**src/rtl/wptr_sync_r.sv**
```systemverilog
// wptr_sync_r: brings the Gray write pointer into the rclk domain.
// Ports: rclk/rrst_n, wptr in, err_clr in;
//        rq_wptr, rq_wbin, rq_delta, rq_upd and gray_err out.
module wptr_sync_r #(
  parameter int ADDRSIZE = 6,
  parameter int STAGES   = 2
) (
  input  logic              rclk,
  input  logic              rrst_n,
  input  logic [ADDRSIZE:0] wptr,
  input  logic              err_clr,
  output logic [ADDRSIZE:0] rq_wptr,
  output logic [ADDRSIZE:0] rq_wbin,
  output logic [ADDRSIZE:0] rq_delta,
  output logic              rq_upd,
  output logic              gray_err
);

  localparam logic [ADDRSIZE:0] DEPTH =
    {1'b1, {ADDRSIZE{1'b0}}};

  if (STAGES < 2 || STAGES > 4) begin : g_bad_stages
    $error("wptr_sync_r: STAGES must be 2..4");
  end

  logic [STAGES-1:0][ADDRSIZE:0] sync_q;
  logic [ADDRSIZE:0] bin_next;
  logic [ADDRSIZE:0] delta_next;
  logic              upd_next;
  logic              err_set;

  // Plain flop chain: wptr reaches only the first stage.
  always_ff @(posedge rclk or negedge rrst_n) begin
    if (!rrst_n) begin
      sync_q <= '0;
    end else begin
      sync_q[0] <= wptr;
      for (int i = 1; i < STAGES; i++) begin
        sync_q[i] <= sync_q[i-1];
      end
    end
  end

  assign rq_wptr = sync_q[STAGES-1];

  // Binary bit i is the XOR of Gray bits ADDRSIZE..i.
  always_comb begin
    bin_next = '0;
    for (int i = 0; i <= ADDRSIZE; i++) begin
      bin_next[i] = ^(rq_wptr >> i);
    end
  end

  // Modulo subtraction covers pointer wrap.
  assign delta_next = bin_next - rq_wbin;
  assign upd_next   = (bin_next != rq_wbin);
  assign err_set    = (delta_next > DEPTH);

  always_ff @(posedge rclk or negedge rrst_n) begin
    if (!rrst_n) begin
      rq_wbin  <= '0;
      rq_delta <= '0;
      rq_upd   <= 1'b0;
    end else begin
      rq_wbin  <= bin_next;
      rq_delta <= delta_next;
      rq_upd   <= upd_next;
    end
  end

  // A fresh error outranks a simultaneous clear.
  always_ff @(posedge rclk or negedge rrst_n) begin
    if (!rrst_n) begin
      gray_err <= 1'b0;
    end else begin
      gray_err <= err_set | (gray_err & ~err_clr);
    end
  end

endmodule
```
**config.mk**
```make
export PLATFORM = sky130hd
export DESIGN_NAME = wptr_sync_r
export DESIGN_NICKNAME = d
export VERILOG_FILES = /design/src/rtl/wptr_sync_r.sv
export SDC_FILE = /design/constraint.sdc
export NUM_CORES = 1
export LEC_CHECK = 0
export CAP_MARGIN = 0
export CORE_AREA = 2 2 58 60
export CTS_CLUSTER_DIAMETER = 150
export CTS_CLUSTER_SIZE = 25
export DETAILED_ROUTE_END_ITERATION = 16
export DIE_AREA = 0 0 60 62
export PLACE_DENSITY = 0.82
export SETUP_SLACK_MARGIN = 0.5
export SLEW_MARGIN = 10
export SYNTH_ARGS = -nofsm -noshare
export SYNTH_HDL_FRONTEND = slang
export SYNTH_SLANG_ARGS = --single-unit
export TNS_END_PERCENT = 20
```
**constraint.sdc**
```tcl
create_clock -name rclk -period 3.1 [get_ports rclk]
set_clock_uncertainty 0.15 [all_clocks]
set_input_delay 0.62 -clock rclk [delete_from_list [all_inputs] [get_ports rclk]]
set_output_delay 0.62 -clock rclk [all_outputs]
set_load 0.01 [all_outputs]
```
==> impl_results.md <==
- VDD IR max: 0.000405 V
- First-pass GRT wire length: 3.76 mm
- Syn Nets: 111
- Routability Congestion: 0.918
- Clock Tree Root: clkbuf_4
- Leakage power: 0.784 nW
- Cells after Synth: 94
- Area growth from synthesis to layout: 41.0%
- Port bufs: 32
- Finished Layout Cells: 180
- Number of cells after detailed placement: 169
- Startpoint Class: flop
- Initial core utilization: 0.392
- Max_cap viols: 0
- Number of global-route vias before repair: 854
- GRT overflow: 0
- TritonCTS clock tree: yes
- Routed Antenna Nets: 0
- Cell area after synthesis: 0.00125 sq mm
- Slew Limit Fails: 0
- CTS max path bufs: 2
- Sw Share: 0.337
- Post-layout nets: 150
- Setup Viol. Count Final: 1
- #FFs+latches synth: 30
- Yosys cell types: 26
- RSZ-0062 raised after global routing: true
- Ant. Diodes: 0
- Post-synth top area share: 0.602
- Relative slew slack: 0.757
- Die height: 62 um
- Core ar.: 0.00318 sq mm
- Detail-routed via count per cell: 4.50
- Mean Syn Cell Area: 13.3 sq um
- Crit Path Category: reg2reg
- Via count: 810
- FMAX: 0.320 GHz
- Overall global routing resource usage: 0.145
- Final Hold Fails: 0
- Largest net degree at the start of global routing: 31
- Setup TNS: -0.0299 ns
- CTS H-tree lvls: 2
- Worst hold path type: reg2reg
- Sequential element share of the synthesized area: 0.602
- Clock buffer count from CTS: 5
- Skew-Pair Late Insertion Delay: 0.33 ns
- Layout fillers: 272
- Tcrit/Tclk final: 1.01
- Failing checks: negative setup slack
- Core Util, Final: 0.553
- Power per Cell Area: 793 mW/mm^2
- Crit path DAT: 3.19 ns
- Commonest non-fill, non-tap cells in the layout: 32 x clkdlybuf4s50_1, 30 x dfrtp_1, 11 x inv_1
- Top-Level Pins: 33
- Clock transition at path regs: 0.09 ns
- Placed standard-cell area: 0.00160 sq mm
- Final worst setup slack: -0.0299 ns
- Share of cells above drive strength 1: 0.231
- DP HPWL: 1.59 mm
- Cell taking the most area after synthesis: dfrtp_1
- Worst EP required: 3.16 ns
- Total Wirelength: 2.20 mm
- Min-Delay Path Depth: 0
- Psw: 0.000470 W
- Worst Tran Pin Value: 0.364 ns
- Initial antenna violation count: 0
- Status: complete, but fails checks
- Sequential Power Share: 0.365
- Gate power share: 0.465
- Drt first-iter violations: 2
- CTS Hold Bufs: 0
- Die area: 0.00372 sq mm
- Pre-Repair DR Iteration Count: 3
- Clock power share: 0.170
- DRC: 0
- Most common cell after layout, fill and taps aside: clkdlybuf4s50_1
- Design area: 0.00176 sq mm
- Final min period: 3.13 ns
- Wire per inst: 12.2 um
- Reg2Reg Depth: 12
- Power Internal: 0.000923 W
- Max FO, Critical Path: 2
- Endpoint class of the critical path: flop
- Chip width: 60 um
- Cell row count: 21
- Synth warn: 0
- Synth top area cells: dfrtp_1 60%, ha_1 6.0%, buf_4 4.2%
- TritonCTS Sinks: 30
==> synthesized netlist by cell type, drive strengths merged <==
master,n
dfrtp,30
inv,13
buf,7
xor2,7
ha,6
nor2,4
xnor2,4
a21oi,3
nand2b,2
nor2b,2
o21ai,2
or2,2
a2111o,1
a311oi,1
fa,1
nand4,1
nor3,1
nor3b,1
nor4b,1
o211ai,1
o22ai,1
o311ai,1
or4,1
xor3,1
==> cells by family (layout without fill, tap and decap cells) <==
group,after synthesis,count (layout),share of synthesized area
flops,30,30,0.602
buf+inv,20,60,0.0813
simple gates,15,15,0.0703
xor+xnor,12,12,0.115
compound gates,10,10,0.0542
fa+ha+maj,7,7,0.0763
==> worst max-delay path, stage by stage, from the launching register on <==
cell	delay (ns)
dfrtp_1	0.41
xor3_2	0.44
xor2_4	0.18
xnor2_2	0.17
xor2_2	0.19
xor2_1	0.17
ha_2	0.19
fa_2	0.39
nor2b_4	0.14
o211ai_1	0.11
a21oi_1	0.18
xor2_1	0.19
o22ai_1	0.10
==> final timing paths <==
| path | from | slack, ns | to |
|---|---|---|---|
| worst max-delay path | rq_wptr[4] | -0.03 | gray_err |
| worst min-delay path | sync_q[1] | 0.21 | rq_wptr[1] |
| worst max register to register | rq_wptr[4] | -0.03 | gray_err |
| worst min register to register | sync_q[1] | 0.21 | rq_wptr[1] |
| max in group asynchronous | rrst_n | 2.01 | rq_upd |
| min in group asynchronous | rrst_n | 0.52 | rq_wbin[5] |
==> stage by stage <==
step	total power [W]	worst slack, ns	hold slack (ns)
finish	0.00139	-0.0299	0.206
global route	0.00149	-0.189	0.223
CTS	0.00138	-0.0701	0.210
detailed placement	0.00106	-0.138	0.189
global placement	0.00103	-0.00767	0.181
floorplan	0.000818	-0.0227	0.174
==> power groups by stage <==
stage	Sequential (W)	Clock (W)	Combinational, W
2_1_floorplan	0.000553	0	0.000265
3_3_place_gp	0.000516	0	0.000515
3_5_place_dp	0.000517	0	0.000545
4_1_cts	0.000510	0.000249	0.000616
5_1_grt	0.000517	0.000269	0.000704
6_report	0.000509	0.000237	0.000648
==> state kept, by name, indices dropped and copies added, names as in the netlist <==
signal / cells
rq_upd: 1
sync_q: 7
gray_err: 1
rq_wbin: 7
rq_wptr: 7
rq_delta: 7
==> repair_timing <==
action / CTS / global route
endpoints found under the hold margin: 0 / 0
setup endpoints to repair: 7 / 8
pin swaps: 14 / 11
setup buffers: 3 / 0
gates resized for setup: 11 / 4
==> cell type report <==
cell class | count | area (sq um) | share of cell area
clock inverter | 1 | 5.00 | 0.00285
inverter | 13 | 51.3 | 0.0292
clock buffer | 7 | 55.1 | 0.0313
multi-input combinational | 44 | 460 | 0.262
timing repair buffer | 39 | 377 | 0.214
tap | 46 | 57.6 | 0.0328
sequential | 30 | 751 | 0.427
==> per-layer routing <==
metal  vias up  wire length (um)  track usage  part of all wire
met5         -                 0            0                 0
met4         0                59       0.0730             0.027
met3         8               125       0.0642             0.057
met2        31              1120        0.238              0.51
met1       392               891        0.162              0.41
li1        379                 -            -                 -
(Power assumes the default switching activity.)
==> variant 1, RTL diff (same settings) <==
Reset style: synchronous (`rrst_n`), changed in 3 clocked blocks.
--- a/src/rtl/wptr_sync_r.sv
+++ b/src/rtl/wptr_sync_r.sv
@@ -32,3 +32,3 @@
   // Plain flop chain: wptr reaches only the first stage.
-  always_ff @(posedge rclk or negedge rrst_n) begin
+  always_ff @(posedge rclk) begin
     if (!rrst_n) begin
@@ -58,3 +58,3 @@
 
-  always_ff @(posedge rclk or negedge rrst_n) begin
+  always_ff @(posedge rclk) begin
     if (!rrst_n) begin
@@ -71,3 +71,3 @@
   // A fresh error outranks a simultaneous clear.
-  always_ff @(posedge rclk or negedge rrst_n) begin
+  always_ff @(posedge rclk) begin
     if (!rrst_n) begin
Formal check against the unedited RTL: differs if rrst_n is asserted again (counterexample within 4 cycles, from zero or initial values and one cycle with rrst_n low); with rrst_n held inactive, the same outputs for 10 cycles.
==> variant 1 against the original RTL <==
The flow still finishes with violations (negative setup slack). Sequential cell count stayed put. Worst setup slack worse by 0.0014 ns. Cell count is 14% higher. Total power is 17% lower. Via count is 16% higher. Design area is 0.64% lower. Synthesized area is 0.50% higher. Critical path depth is 1 lower. Largest cell class unchanged. Routed wire length is 6.2% higher.
==> variant 1: results (changes against the original RTL) <==
metric,value,unit,change
outcome,"complete, but fails checks",,unchanged
violations,negative setup slack,,unchanged
critPathArrivalTime,3.21,ns,was 3.19 ns
async_flop_share,0,%,was 100%
post-place-cells,197,,was 169
netlist_top_cells_count,"sky130_fd_sc_hd__dfxtp_1 (30), sky130_fd_sc_hd__and2_1 (20), sky130_fd_sc_hd__inv_1 (9), sky130_fd_sc_hd__nor2_1 (9), sky130_fd_sc_hd__buf_4 (7)",,"was sky130_fd_sc_hd__dfrtp_1 (30), sky130_fd_sc_hd__inv_1 (13), sky130_fd_sc_hd__buf_4 (7), sky130_fd_sc_hd__ha_1 (6), sky130_fd_sc_hd__xor2_1 (5)"
predominant_post_synthesis_flop_cell,sky130_fd_sc_hd__dfxtp_1,,was sky130_fd_sc_hd__dfrtp_1
nets,176,,was 150
timing.final.ws_setup,-0.0312,ns,was -0.0299 ns
cts_setup_buffers,1,,was 3
hold_end,rq_wptr[3]$_SDFF_PN0_,,was rq_wptr[1]$_DFF_PN0_
placement.setup.worst_slack,-0.0451,ns,was -0.138 ns
number_of_gates_resized_after_cts,3,,was 11
drt_first_iter_violations,15,,was 2
ys_seq_area_share,48.0,%,was 60.2%
highest_delay_cell_along_the_critical_path,sky130_fd_sc_hd__or4_1,,was sky130_fd_sc_hd__xor3_2
met1_length,878,µm,was 891 µm
max_slew.worst_pin.slew,0.412,ns,was 0.364 ns
grt_start_max_net_pins,25,,was 31
launch_point_of_the_worst_hold_path,sync_q[3]$_SDFF_PN0_,,was sync_q[1]$_DFF_PN0_
route.detailed.vias_per_inst,4.58,,was 4.50
grtUsageTotal,13.8,%,was 14.5%
reg2reg_end,gray_err$_SDFF_PN0_,,was gray_err$_DFF_PN0_
setup_viol,1,,unchanged
setup.worst_path.start,rq_wptr[5]$_SDFF_PN0_,,was rq_wptr[4]$_DFF_PN0_
final.hold.worst_slack,0.292,ns,was 0.206 ns
## variant 1: worst reg2reg max path: stages, from the launching register on
cell,delay (ns)
sky130_fd_sc_hd__dfxtp_2,0.34
sky130_fd_sc_hd__xor3_2,0.48
sky130_fd_sc_hd__xnor2_4,0.16
sky130_fd_sc_hd__xnor2_2,0.17
sky130_fd_sc_hd__xnor2_2,0.16
sky130_fd_sc_hd__ha_2,0.20
sky130_fd_sc_hd__fa_2,0.35
sky130_fd_sc_hd__nand2b_4,0.16
sky130_fd_sc_hd__a21oi_2,0.13
sky130_fd_sc_hd__xor2_1,0.09
sky130_fd_sc_hd__or4_1,0.51
sky130_fd_sc_hd__o211a_1,0.14
## variant 1: power by group
group	internal (mW)	total, mW	switching [mW]
clock	0.170	0.303	0.133
sequential	0.433	0.453	0.0198
combinational	0.214	0.395	0.181
total	0.818	1.15	0.334
## variant 1: cell families after synthesis
group / share of synthesized area (%)
buffers and inverters: 7.49
AO/OA/AOI/OAI: 6.09
XOR/XNOR: 10.2
adder cells (fa/ha/maj): 7.59
AND/OR/NAND/NOR: 20.7
flip-flops: 48.0
## variant 1: final cells by class
class,count,area [µm²],area share [%]
multi-input combinational,74,601,34.4
clock buffer,6,41.3,2.37
tap,46,57.6,3.30
clock inverter,2,37.5,2.15
sequential,30,602,34.5
timing repair buffer,39,373,21.4
inverter,9,33.8,1.94
## variant 1: worst max path at each step
stage	cells after the start	slack, ns	end
after floorplan	11	0.05	gray_err$_SDFF_PN0_
after global placement	11	0.06	gray_err$_SDFF_PN0_
after detailed placement	11	-0.05	gray_err$_SDFF_PN0_
after CTS	11	-0.02	gray_err$_SDFF_PN0_
after global routing	11	-0.14	gray_err$_SDFF_PN0_
final	11	-0.03	gray_err$_SDFF_PN0_
==> variant 2, RTL diff (same flow settings) <==
Without the edit above. Set the parameter `STAGES` to 4 (it was 2).
--- a/src/rtl/wptr_sync_r.sv
+++ b/src/rtl/wptr_sync_r.sv
@@ -5,3 +5,3 @@
   parameter int ADDRSIZE = 6,
-  parameter int STAGES   = 2
+  parameter int STAGES   = 4
 ) (
Formal check against the unedited RTL: not equivalent (a bounded check fails within 4 cycles, from zero or initial values and one cycle with rrst_n low).
==> variant 2 against the original RTL <==
The run still ends with negative setup slack left. Sequential cell count increased by 14. Count of clock-buffer cells in the layout decreased by 1. Sequential share of layout area increased by 9.2 points. Global-route usage decreased by 0.38 points. Combinational power decreased by 1%. Worst setup slack improved by 0.021 ns. Routed wire length increased by 6.6%. Total power increased by 20%. Design area increased by 21%. Synthesized area increased by 28%. Largest cell class unchanged.
==> variant 2: results (changes against the original RTL) <==
metric,value,unit,change
reg_clk_slew_reported_paths,0.11,ns,was 0.09 ns
postPlaceCellArea,1950,µm²,was 1600 µm²
fraction_of_area_in_multi_input_gates,21.8,%,was 26.2%
synth_xor_xnor_area_share,9.01,%,was 11.5%
initial_drt_pass_iterations,4,,was 3
post-place-cells,183,,was 169
max_slew.worst_pin.slew,0.901,ns,was 0.364 ns
grt_start_max_net_pins,45,,was 31
grtUsageTotal,14.1,%,was 14.5%
violations,negative setup slack,,unchanged
clkCellAreaFrac,3.60,%,was 3.42%
powerSeq,0.702,mW,was 0.509 mW
drive_above_1_share,23.0,%,was 23.1%
setup_viol,1,,unchanged
finalWeightedCongestion,0.834,,was 0.918
seq-cell-share,51.9,%,was 42.7%
clock.fmax,0.322,GHz,was 0.320 GHz
synth.area.top_cells,"sky130_fd_sc_hd__dfrtp_1 (69%), sky130_fd_sc_hd__ha_1 (4.7%), sky130_fd_sc_hd__buf_4 (3.3%), sky130_fd_sc_hd__inv_1 (3.1%), sky130_fd_sc_hd__xor2_1 (2.7%)",,"was sky130_fd_sc_hd__dfrtp_1 (60%), sky130_fd_sc_hd__ha_1 (6.0%), sky130_fd_sc_hd__buf_4 (4.2%), sky130_fd_sc_hd__inv_1 (3.9%), sky130_fd_sc_hd__xor2_1 (3.5%)"
ys_seq_area_share,69.0,%,was 60.2%
syn_nets,125,,was 111
power.internal,1.16,mW,was 0.923 mW
timing.final.ws_setup,-0.00892,ns,was -0.0299 ns
outcome,"complete, but fails checks",,unchanged
syn_to_final_growth,32.8,%,was 41.0%
total_of_clock_buffers_placed_in_the_layout,6,,was 7
synth_compound_gate_area_share,4.23,%,was 5.42%
## variant 2: metal layers
layer  part of all wire, %  vias up  track usage (%)
met1                    37      441             14.5
met4                   2.0        0             6.35
met3                   6.3        6             6.21
met5                     0        -                0
met2                    54       33             25.0
li1                      -      419                -
## variant 2: logic make-up after synthesis
group	Yosys count
compound gates	10
xor+xnor	12
fa+ha+maj	7
buf+inv	20
flops	44
simple gates	15
## variant 2: metrics by stage
| stage | TNS (ns) | worst slack, ns | power [mW] |
|---|---|---|---|
| after global routing | -0.303 | -0.179 | 1.78 |
| after CTS | -0.0348 | -0.0348 | 1.64 |
| after floorplan | -0.0227 | -0.0227 | 1.02 |
| after detailed placement | -0.151 | -0.136 | 1.26 |
| final | -0.00892 | -0.00892 | 1.67 |
| after global placement | -0.00315 | -0.00315 | 1.23 |
## variant 2: timing repair
item / CTS / global route
resized for setup: 10 / 7
endpoints found under the setup margin: 8 / 8
cloned: 0 / 0
setup buffers: 0 / 3
pin swaps: 4 / 16
## variant 2: worst paths after layout
path                                      startpoint  cells after the start               endpoint  slack (ns)
max in group asynchronous                     rrst_n                      1   sync_q[19]$_DFF_PN0_        2.00
worst max-delay path            rq_wptr[4]$_DFF_PN0_                     12     gray_err$_DFF_PN0_      -0.009
worst min register to register  sync_q[12]$_DFF_PN0_                      0   sync_q[19]$_DFF_PN0_        0.21
worst max register to register  rq_wptr[4]$_DFF_PN0_                     12     gray_err$_DFF_PN0_      -0.009
worst min-delay path            sync_q[12]$_DFF_PN0_                      0   sync_q[19]$_DFF_PN0_        0.21
min in group asynchronous                     rrst_n                      1  rq_delta[5]$_DFF_PN0_        0.24
